File: config.mk
export PLATFORM = sky130hd
export DESIGN_NAME = dither_frame_reader
export DESIGN_NICKNAME = d
export VERILOG_FILES = /design/src/rtl/dither_pkg.sv /design/src/rtl/pixel_skid_fifo.sv /design/src/rtl/dither_frame_reader.sv
export SDC_FILE = /design/constraint.sdc
export NUM_CORES = 1
export LEC_CHECK = 0
export CAP_MARGIN = 20
export CORE_MARGIN = 8
export CORE_UTILIZATION = 45
export CTS_CLUSTER_SIZE = 25
export DETAILED_ROUTE_END_ITERATION = 6
export HOLD_SLACK_MARGIN = 0.15
export PLACE_DENSITY_LB_ADDON = 0.12
export SLEW_MARGIN = 20
export SYNTH_ARGS = -nofsm -noshare
export SYNTH_HDL_FRONTEND = slang
export SYNTH_SLANG_ARGS = --single-unit
File: constraint.sdc
create_clock -name clk -period 5.6 [get_ports clk]
set_clock_uncertainty 0.15 [all_clocks]
set_input_delay 1.12 -clock clk [delete_from_list [all_inputs] [get_ports clk]]
set_output_delay 1.12 -clock clk [all_outputs]
set_load 0.05 [all_outputs]
File: src/rtl/dither_pkg.sv
// Shared constants and types for the dithered frame pipeline.
// Frame geometry, pixel bundle and frame-reader state encoding.
package dither_pkg;

    localparam int IMAGEX     = 64;
    localparam int IMAGEY     = 64;
    localparam int RGB_SIZE   = 8;
    localparam int IMAGE_SIZE = IMAGEX * IMAGEY;
    localparam int ADDR_W     = $clog2(IMAGE_SIZE);
    localparam int X_W        = $clog2(IMAGEX);

    typedef struct packed {
        logic [RGB_SIZE-1:0] red;
        logic [RGB_SIZE-1:0] green;
        logic [RGB_SIZE-1:0] blue;
    } pixel_t;

    typedef struct packed {
        pixel_t pix;
        logic   sof;
        logic   eol;
        logic   eof;
    } beat_t;

    localparam int BEAT_W = $bits(beat_t);

    typedef enum logic [1:0] {
        IDLE,
        STREAM,
        DRAIN,
        DONE
    } reader_state_t;

endpackage

File: src/rtl/pixel_skid_fifo.sv
// Two-entry FIFO of output beats with a registered head entry.
// Ports: clk, rst (async active-low), push/din, pop, head, full, empty, count.
module pixel_skid_fifo
    import dither_pkg::*;
(
    input  logic              clk,
    input  logic              rst,
    input  logic              push,
    input  logic [BEAT_W-1:0] din,
    input  logic              pop,
    output logic [BEAT_W-1:0] head,
    output logic              full,
    output logic              empty,
    output logic [1:0]        count
);

    logic [BEAT_W-1:0] head_q, head_d;
    logic [BEAT_W-1:0] tail_q, tail_d;
    logic [1:0]        count_q, count_d;
    logic              do_pop;

    // Head holds its last value when the FIFO drains, so the
    // output data stays stable while out_valid is low.
    always_comb begin
        head_d  = head_q;
        tail_d  = tail_q;
        count_d = count_q;
        do_pop  = pop && (count_q != 2'd0);
        unique case (count_q)
            2'd0: begin
                if (push) begin
                    head_d  = din;
                    count_d = 2'd1;
                end
            end
            2'd1: begin
                if (push && do_pop) begin
                    head_d = din;
                end else if (push) begin
                    tail_d  = din;
                    count_d = 2'd2;
                end else if (do_pop) begin
                    count_d = 2'd0;
                end
            end
            2'd2: begin
                if (do_pop) begin
                    head_d = tail_q;
                    if (push) begin
                        tail_d = din;
                    end else begin
                        count_d = 2'd1;
                    end
                end
            end
            default: begin
                count_d = 2'd0;
            end
        endcase
    end

    always_ff @(posedge clk or negedge rst) begin
        if (!rst) begin
            head_q  <= '0;
            tail_q  <= '0;
            count_q <= 2'd0;
        end else begin
            head_q  <= head_d;
            tail_q  <= tail_d;
            count_q <= count_d;
        end
    end

    assign head  = head_q;
    assign count = count_q;
    assign full  = (count_q == 2'd2);
    assign empty = (count_q == 2'd0);

endmodule

File: src/rtl/dither_frame_reader.sv
// Streams the 64x64 dithered frame from the RGB buffer in raster order.
// Ports: start/busy/done control, sync read port (mem_rd_*), valid/ready
// pixel stream with sof/eol/eof sideband; clk, rst (async active-low).
module dither_frame_reader
    import dither_pkg::*;
(
    input  logic                clk,
    input  logic                rst,
    input  logic                start,
    output logic                busy,
    output logic                done,
    output logic                mem_rd_en,
    output logic [ADDR_W-1:0]   mem_rd_addr,
    input  logic [RGB_SIZE-1:0] mem_rd_red,
    input  logic [RGB_SIZE-1:0] mem_rd_green,
    input  logic [RGB_SIZE-1:0] mem_rd_blue,
    output logic                out_valid,
    input  logic                out_ready,
    output logic [RGB_SIZE-1:0] out_red,
    output logic [RGB_SIZE-1:0] out_green,
    output logic [RGB_SIZE-1:0] out_blue,
    output logic                out_sof,
    output logic                out_eol,
    output logic                out_eof
);

    localparam logic [ADDR_W:0]   LAST_CNT  = (ADDR_W+1)'(IMAGE_SIZE - 1);
    localparam logic [ADDR_W-1:0] LAST_ADDR = ADDR_W'(IMAGE_SIZE - 1);
    localparam logic [X_W-1:0]    LAST_X    = X_W'(IMAGEX - 1);

    reader_state_t   state_q, state_d;
    logic [ADDR_W:0] rd_ptr_q, rd_ptr_d;
    logic [ADDR_W:0] beat_cnt_q, beat_cnt_d;
    logic            inflight_q, inflight_d;

    logic              fifo_full, fifo_empty;
    logic [1:0]        fifo_count;
    logic [BEAT_W-1:0] fifo_head;
    logic [2:0]        occ;
    logic              issue, pop;
    logic [ADDR_W-1:0] push_addr;
    beat_t             push_beat, head_beat;

    assign pop = !fifo_empty && out_ready;

    // Credit counts the slot freed by this cycle's pop, which is what
    // lets a read issue every cycle while the sink keeps up.
    assign occ   = {1'b0, fifo_count} + {2'b0, inflight_q} - {2'b0, pop};
    assign issue = (state_q == STREAM) && !fifo_full && (occ < 3'd2);

    // At most one read is in flight; it is the one before rd_ptr.
    assign push_addr       = rd_ptr_q[ADDR_W-1:0] - ADDR_W'(1);
    assign push_beat.pix   = '{mem_rd_red, mem_rd_green, mem_rd_blue};
    assign push_beat.sof   = (push_addr == '0);
    assign push_beat.eol   = (push_addr[X_W-1:0] == LAST_X);
    assign push_beat.eof   = (push_addr == LAST_ADDR);

    pixel_skid_fifo u_fifo (
        .clk   (clk),
        .rst   (rst),
        .push  (inflight_q),
        .din   (push_beat),
        .pop   (pop),
        .head  (fifo_head),
        .full  (fifo_full),
        .empty (fifo_empty),
        .count (fifo_count)
    );

    always_comb begin
        state_d    = state_q;
        rd_ptr_d   = rd_ptr_q;
        beat_cnt_d = beat_cnt_q;
        inflight_d = issue;
        if (pop) begin
            beat_cnt_d = beat_cnt_q + 1'b1;
        end
        unique case (state_q)
            IDLE: begin
                if (start) begin
                    state_d    = STREAM;
                    rd_ptr_d   = '0;
                    beat_cnt_d = '0;
                end
            end
            STREAM: begin
                if (issue) begin
                    rd_ptr_d = rd_ptr_q + 1'b1;
                    if (rd_ptr_q == LAST_CNT) begin
                        state_d = DRAIN;
                    end
                end
            end
            DRAIN: begin
                if (pop && (beat_cnt_q == LAST_CNT)) begin
                    state_d = DONE;
                end
            end
            DONE: begin
                state_d = IDLE;
            end
            default: begin
                state_d = IDLE;
            end
        endcase
    end

    always_ff @(posedge clk or negedge rst) begin
        if (!rst) begin
            state_q    <= IDLE;
            rd_ptr_q   <= '0;
            beat_cnt_q <= '0;
            inflight_q <= 1'b0;
        end else begin
            state_q    <= state_d;
            rd_ptr_q   <= rd_ptr_d;
            beat_cnt_q <= beat_cnt_d;
            inflight_q <= inflight_d;
        end
    end

    assign head_beat   = fifo_head;
    assign busy        = (state_q != IDLE);
    assign done        = (state_q == DONE);
    assign mem_rd_en   = issue;
    assign mem_rd_addr = rd_ptr_q[ADDR_W-1:0];
    assign out_valid   = !fifo_empty;
    assign out_red     = head_beat.pix.red;
    assign out_green   = head_beat.pix.green;
    assign out_blue    = head_beat.pix.blue;
    assign out_sof     = head_beat.sof;
    assign out_eol     = head_beat.eol;
    assign out_eof     = head_beat.eof;

endmodule
; Word-level counts from Yosys, hierarchy flattened
; Index checks and enable logic that the tools add are counted.
[op_classes]
n_addsub = 5
order_cmp = 1
n_eq_ne = 19
n_mux = 26
reduce_logical = 21
[ops]
columns = operator, n
row1 = $mux W27, 6
row2 = $pmux W27 S3, 1
row3 = $mux W13, 5
row4 = $pmux W27 S2, 1
row5 = $add A13 B1 Y13 const B, 2
row6 = $eq A13 B12 Y1 const B, 2
row7 = $pmux W13 S2, 1
row8 = $mux W2, 10
row9 = $eq A12 B12 Y1 const B, 1
row10 = $logic_not A12 Y1, 1
row11 = $ne A2 B2 Y1 const B, 6
row12 = $sub A12 B1 Y12 const B, 1
row13 = $pmux W2 S4, 1
row14 = $reduce_and A4 Y1, 2
row15 = $reduce_bool A2 Y1, 4
row16 = $eq A2 B2 Y1 const B, 3
row17 = $eq A6 B6 Y1 const B, 1
row18 = $logic_and A1 B1 Y1, 6
row19 = $ne A2 B1 Y1 const B, 3
row20 = $pmux W2 S3, 1
row21 = $reduce_and A3 Y1, 2
row22 = $reduce_and A5 Y1, 1
row23 = $eq A2 B1 Y1 const B, 2
row24 = $logic_not A2 Y1, 2
row25 = 6 further kinds, 7
[totals]
ff_bits = 85
out_inout_bits = 43

; Depth between registers and ports, before layout
; Gate-level depths: netlist (run 1).
[depth]
depth_word = 8
ltp_mapped = 14
mapped_depth_nobuf = 13

; By module
; A second synthesis (run 1) with hierarchy kept.
[hier_totals]
cells_unflattened = 395
hier_area_um2 = 4589.4
[by_module_without_submodules]
columns = mod, n_inst, cells_each, area_per_inst_um2
row1 = pixel_skid_fifo, 1, 158, 2555.0
row2 = dither_frame_reader, 1, 237, 2034.5

; Worst setup path before layout (run 1)
; Ideal clock, no wire load.
[synth_timing]
path_type = input to output
from = input out_ready
to = output mem_rd_en
t_arrival_ns = 2.916
required_time_ns = 4.330
setup_slack_ns = 1.414
stages = 8
cell_sequence = nand2b_1 -> clkinv_1 -> ha_1 -> nand2b_1 -> fa_1 -> xnor2_1 -> nand4b_1 -> inv_1
[synth_via]
elab_chain_cells = 4
[synth_lines]
columns = item, line_no
row1 = "start, declared", dither_frame_reader.sv:18  ; input logic out_ready,
row2 = $logic_and A1 B1 Y1, dither_frame_reader.sv:44  ; assign pop = !fifo_empty && out_ready;
row3 = $sub A3 B1 Y3, dither_frame_reader.sv:48  ; assign occ = {1'b0, fifo_count} + {2'b0, inflight_q} - {2'b0, pop};
row4 = $lt A3 B2 Y1, dither_frame_reader.sv:49  ; assign issue = (state_q == STREAM) && !fifo_full && (occ < 3'd2);
row5 = $logic_and A1 B1 Y1, dither_frame_reader.sv:49
row6 = "end, declared", dither_frame_reader.sv:12  ; output logic mem_rd_en,
; No other way between the ends.

; Worst setup path after layout (run 1)
; Ends and elaborated chain as after synthesis.

==> results of run 1 <==
sequential cells by signal (all words and copies together), names as in the netlist:
signal and flops:
u_fifo.head 27, u_fifo.count 2, state_q 2, inflight_q 1, u_fifo.tail_q 27, rd_ptr_q 13
beat_cnt_q 13
kinds of logic (layout without fill, tap and decap cells):
family | count (synthesis) | count (layout) | synth area share, %
AND/OR/NAND/NOR | 135 | 135 | 15.82
flip-flops | 85 | 85 | 47.18
AO/OA/AOI/OAI | 81 | 81 | 10.91
multiplexers | 57 | 57 | 13.43
buffers and inverters | 53 | 101 | 5.800
adder cells (fa/ha/maj) | 15 | 15 | 4.330
XOR/XNOR | 13 | 13 | 2.526
how the worst min path moves through the flow:
stage | startpoint | slack (ns) | endpoint | cells after the start
6_report | u_fifo.head[6]$_DFFE_PN0P_ | 0.34 | u_fifo.head[6]$_DFFE_PN0P_ | 2
5_1_grt | u_fifo.head[22]$_DFFE_PN0P_ | 0.37 | u_fifo.head[22]$_DFFE_PN0P_ | 2
4_1_cts | u_fifo.head[23]$_DFFE_PN0P_ | 0.34 | u_fifo.head[23]$_DFFE_PN0P_ | 2
3_5_place_dp | u_fifo.head[23]$_DFFE_PN0P_ | 0.32 | u_fifo.head[23]$_DFFE_PN0P_ | 2
3_3_place_gp | u_fifo.head[12]$_DFFE_PN0P_ | 0.31 | u_fifo.head[12]$_DFFE_PN0P_ | 2
2_1_floorplan | u_fifo.tail_q[1]$_DFFE_PN0P_ | 0.32 | u_fifo.tail_q[1]$_DFFE_PN0P_ | 1
area by class of cell:
type / count / share of cell area (%)
clock buffer: 9 / 2.296
tap: 133 / 3.084
sequential: 85 / 39.42
multi-input combinational: 301 / 39.36
inverter: 13 / 0.9045
clock inverter: 6 / 1.623
timing repair buffer: 73 / 13.31
metal layers:
metal | global-route usage (%) | up-vias | part of all wire, %
met1 | 19.10 | 1608 | 48
met2 | 24.05 | 66 | 45
met5 | 0 | - | 0
li1 | - | 1621 | -
met4 | 4.408 | 0 | 1.0
met3 | 3.464 | 9 | 6.0
worst max-delay path, stage by stage:
cell             delay, ns
clkdlybuf4s50_1       0.42
nand2b_1              0.19
clkinv_1              0.26
ha_1                  0.35
nand2b_1              0.15
fa_1                  0.38
xnor2_1               0.14
nand4b_1              0.15
inv_1                 0.18
buf_4                 0.22
cells in the mapped netlist, types with 2 or more instances:
master,number,share of area [%]
clkbuf_2,2,0.22
buf_4,12,2.0
nand4_1,6,0.83
o22ai_1,2,0.28
xor2_1,9,1.7
mux2i_1,29,6.4
o21a_1,3,0.50
and3b_1,2,0.39
or3_1,3,0.42
o21bai_1,2,0.33
nor2_1,18,1.5
o21ai_0,44,4.9
o41ai_1,2,0.39
nand2_1,48,4.0
a21oi_1,9,1.0
nor4_1,2,0.28
or4_4,2,0.50
xnor2_1,4,0.78
or2_2,3,0.42
ha_1,14,3.9
nand2b_1,4,0.56
and3_1,5,0.69
and4_1,3,0.58
clkbuf_1,18,1.5
dfrtp_1,85,47
o31ai_1,9,1.5
nand4b_1,4,0.78
inv_1,12,1.0
mux2_2,27,6.7
and2_1,8,1.1
nand3_1,10,1.1
buf_2,6,0.67
nor3_1,5,0.56
nor2b_1,5,0.69
where the power goes:
group          leakage [nW]  switching (W)  internal (W)
sequential             1.08       0.000139      0.000833
combinational          1.10       0.000855      0.000557
clock                 0.109       0.000219      0.000250
total                  2.29        0.00121       0.00164
through the flow:
step / setup slack (ns) / std cells / instance area (um2)
after floorplan: 1.414 / 439 / 4508
after global placement: 0.8301 / 605 / 5184
after detailed placement: 0.7664 / 605 / 5184
after CTS: 0.7456 / 620 / 5395
after global routing: 0.5407 / 620 / 5395
final: 0.7709 / 620 / 5395
==> summary.txt, run 1 <==
outcome = completed
std cell rows = 36
CTS tree = built
Critical Path Source = out_ready
post-CTS sizing = 0
worst-margin pin slew = 1.000 ns
Hold Fails Final Rpt = 0
crit-path max FO = 9
flop2flop setup slack = 1.77 ns
DRT iter0 DRCs = 187
syn nets = 482
Most used DFF post-synth = dfrtp_1
CP Capture Point = mem_rd_en
cell area after synthesis = 0.004508 mm2
CTS sink count = 85
I/O pin total = 71
Tcrit/Tclk final = 86.23%
hold_ws = 0.3352 ns
FMAX = 207.1 MHz
Max-Cap Viols = 0
die height = 116.1 um
FILL cells = 888
worst path arrival time = 3.56 ns
Core Area = 0.009729 mm2
drt first pass iters = 4
largest net degree at the start of global routing = 62
highest-count cells in the layout ignoring fill and taps = dfrtp_1, clkdlybuf4s50_1, nand2_1
Synth Register Bits = 85
R2R cell count = 13
worst flop-to-flop path endpoint = rd_ptr_q[9]$_DFFE_PN0P_
Crit. End Element = output port
ys async rst share = 100.0%
Cell Pwr Density = 528.8 mW/mm2
Worst setup SP type = primary input
RD Place Congestion = 0.7688
RSZ-0062 raised after global routing = no
fin util = 55.45%
DIE AREA = 0.01348 mm2
peak supply drop = 0.0004489 V
share of layout cells above drive strength 1 = 11.70%
placed wire-length estimate = 6429 um
CTS Hold Bufs = 0
fin crit period = 4.829 ns
DRC = 0
yosys warns = 0
Seq/Total Area, Yosys = 47.18%
ANT cells = 0
initial antenna violation count = 0
average cell area after synthesis = 10.27 um2
setup TNS = 0 ns
WS Path Type = in2out
Post-Synthesis Cells = 439
Storage cell area = 0.002127 mm2
Nets = 526
Worst R2R Start = u_fifo.count[0]$_DFFE_PN0P_
I/O Buffers = 70
via count = 3304
Initial Utilization = 46.33%
Routed WL = 9411 um
wire length of the first global-routing pass = 16090 um
area of the multi-input gates = 0.002123 mm2
via density per instance = 5.329
Final Power = 0.002853 W
wire length per cell = 15.18 um
remaining antenna violation count = 0
die width = 116.1 um
Worst-path clk slew = 0.08 ns
Hold Crit Class = reg2reg
buffer depth of the longest clock path = 2
gr ovfl total = 0
Area Growth Syn to Fin = 19.68%
leak pwr = 2.290 nW
number of CTS-inserted buffers = 9
Final Max Slew Viols = 0
global-route usage over all layers = 14.77%
H-tree levels = 3
setup violators final = 0
root buffer cell = clkbuf_8
vias in the first global route = 3396
commonest non-fill, non-tap cell in the layout = dfrtp_1
CP required = 4.33 ns
Unique masters post-synth = 56
# Post-CTS Setup Buffers = 0
Skew-Pair Late Insertion Delay = 0.34 ns
Slew headroom = 33.32%
Post-synth EDFFs = 0
(Power assumes the default switching activity.)
==> inputs of run 2 (changes only) <==
--- a/config.mk
+++ b/config.mk
@@ -10,7 +10,7 @@
 export CORE_UTILIZATION = 45
 export CTS_CLUSTER_SIZE = 25
 export DETAILED_ROUTE_END_ITERATION = 6
-export HOLD_SLACK_MARGIN = 0.15
+export HOLD_SLACK_MARGIN = 0.1
 export PLACE_DENSITY_LB_ADDON = 0.12
 export SLEW_MARGIN = 20
 export SYNTH_ARGS = -nofsm -noshare
==> results of run 2 <==
Final layout, timing and power as in run 1 (identical DEF).
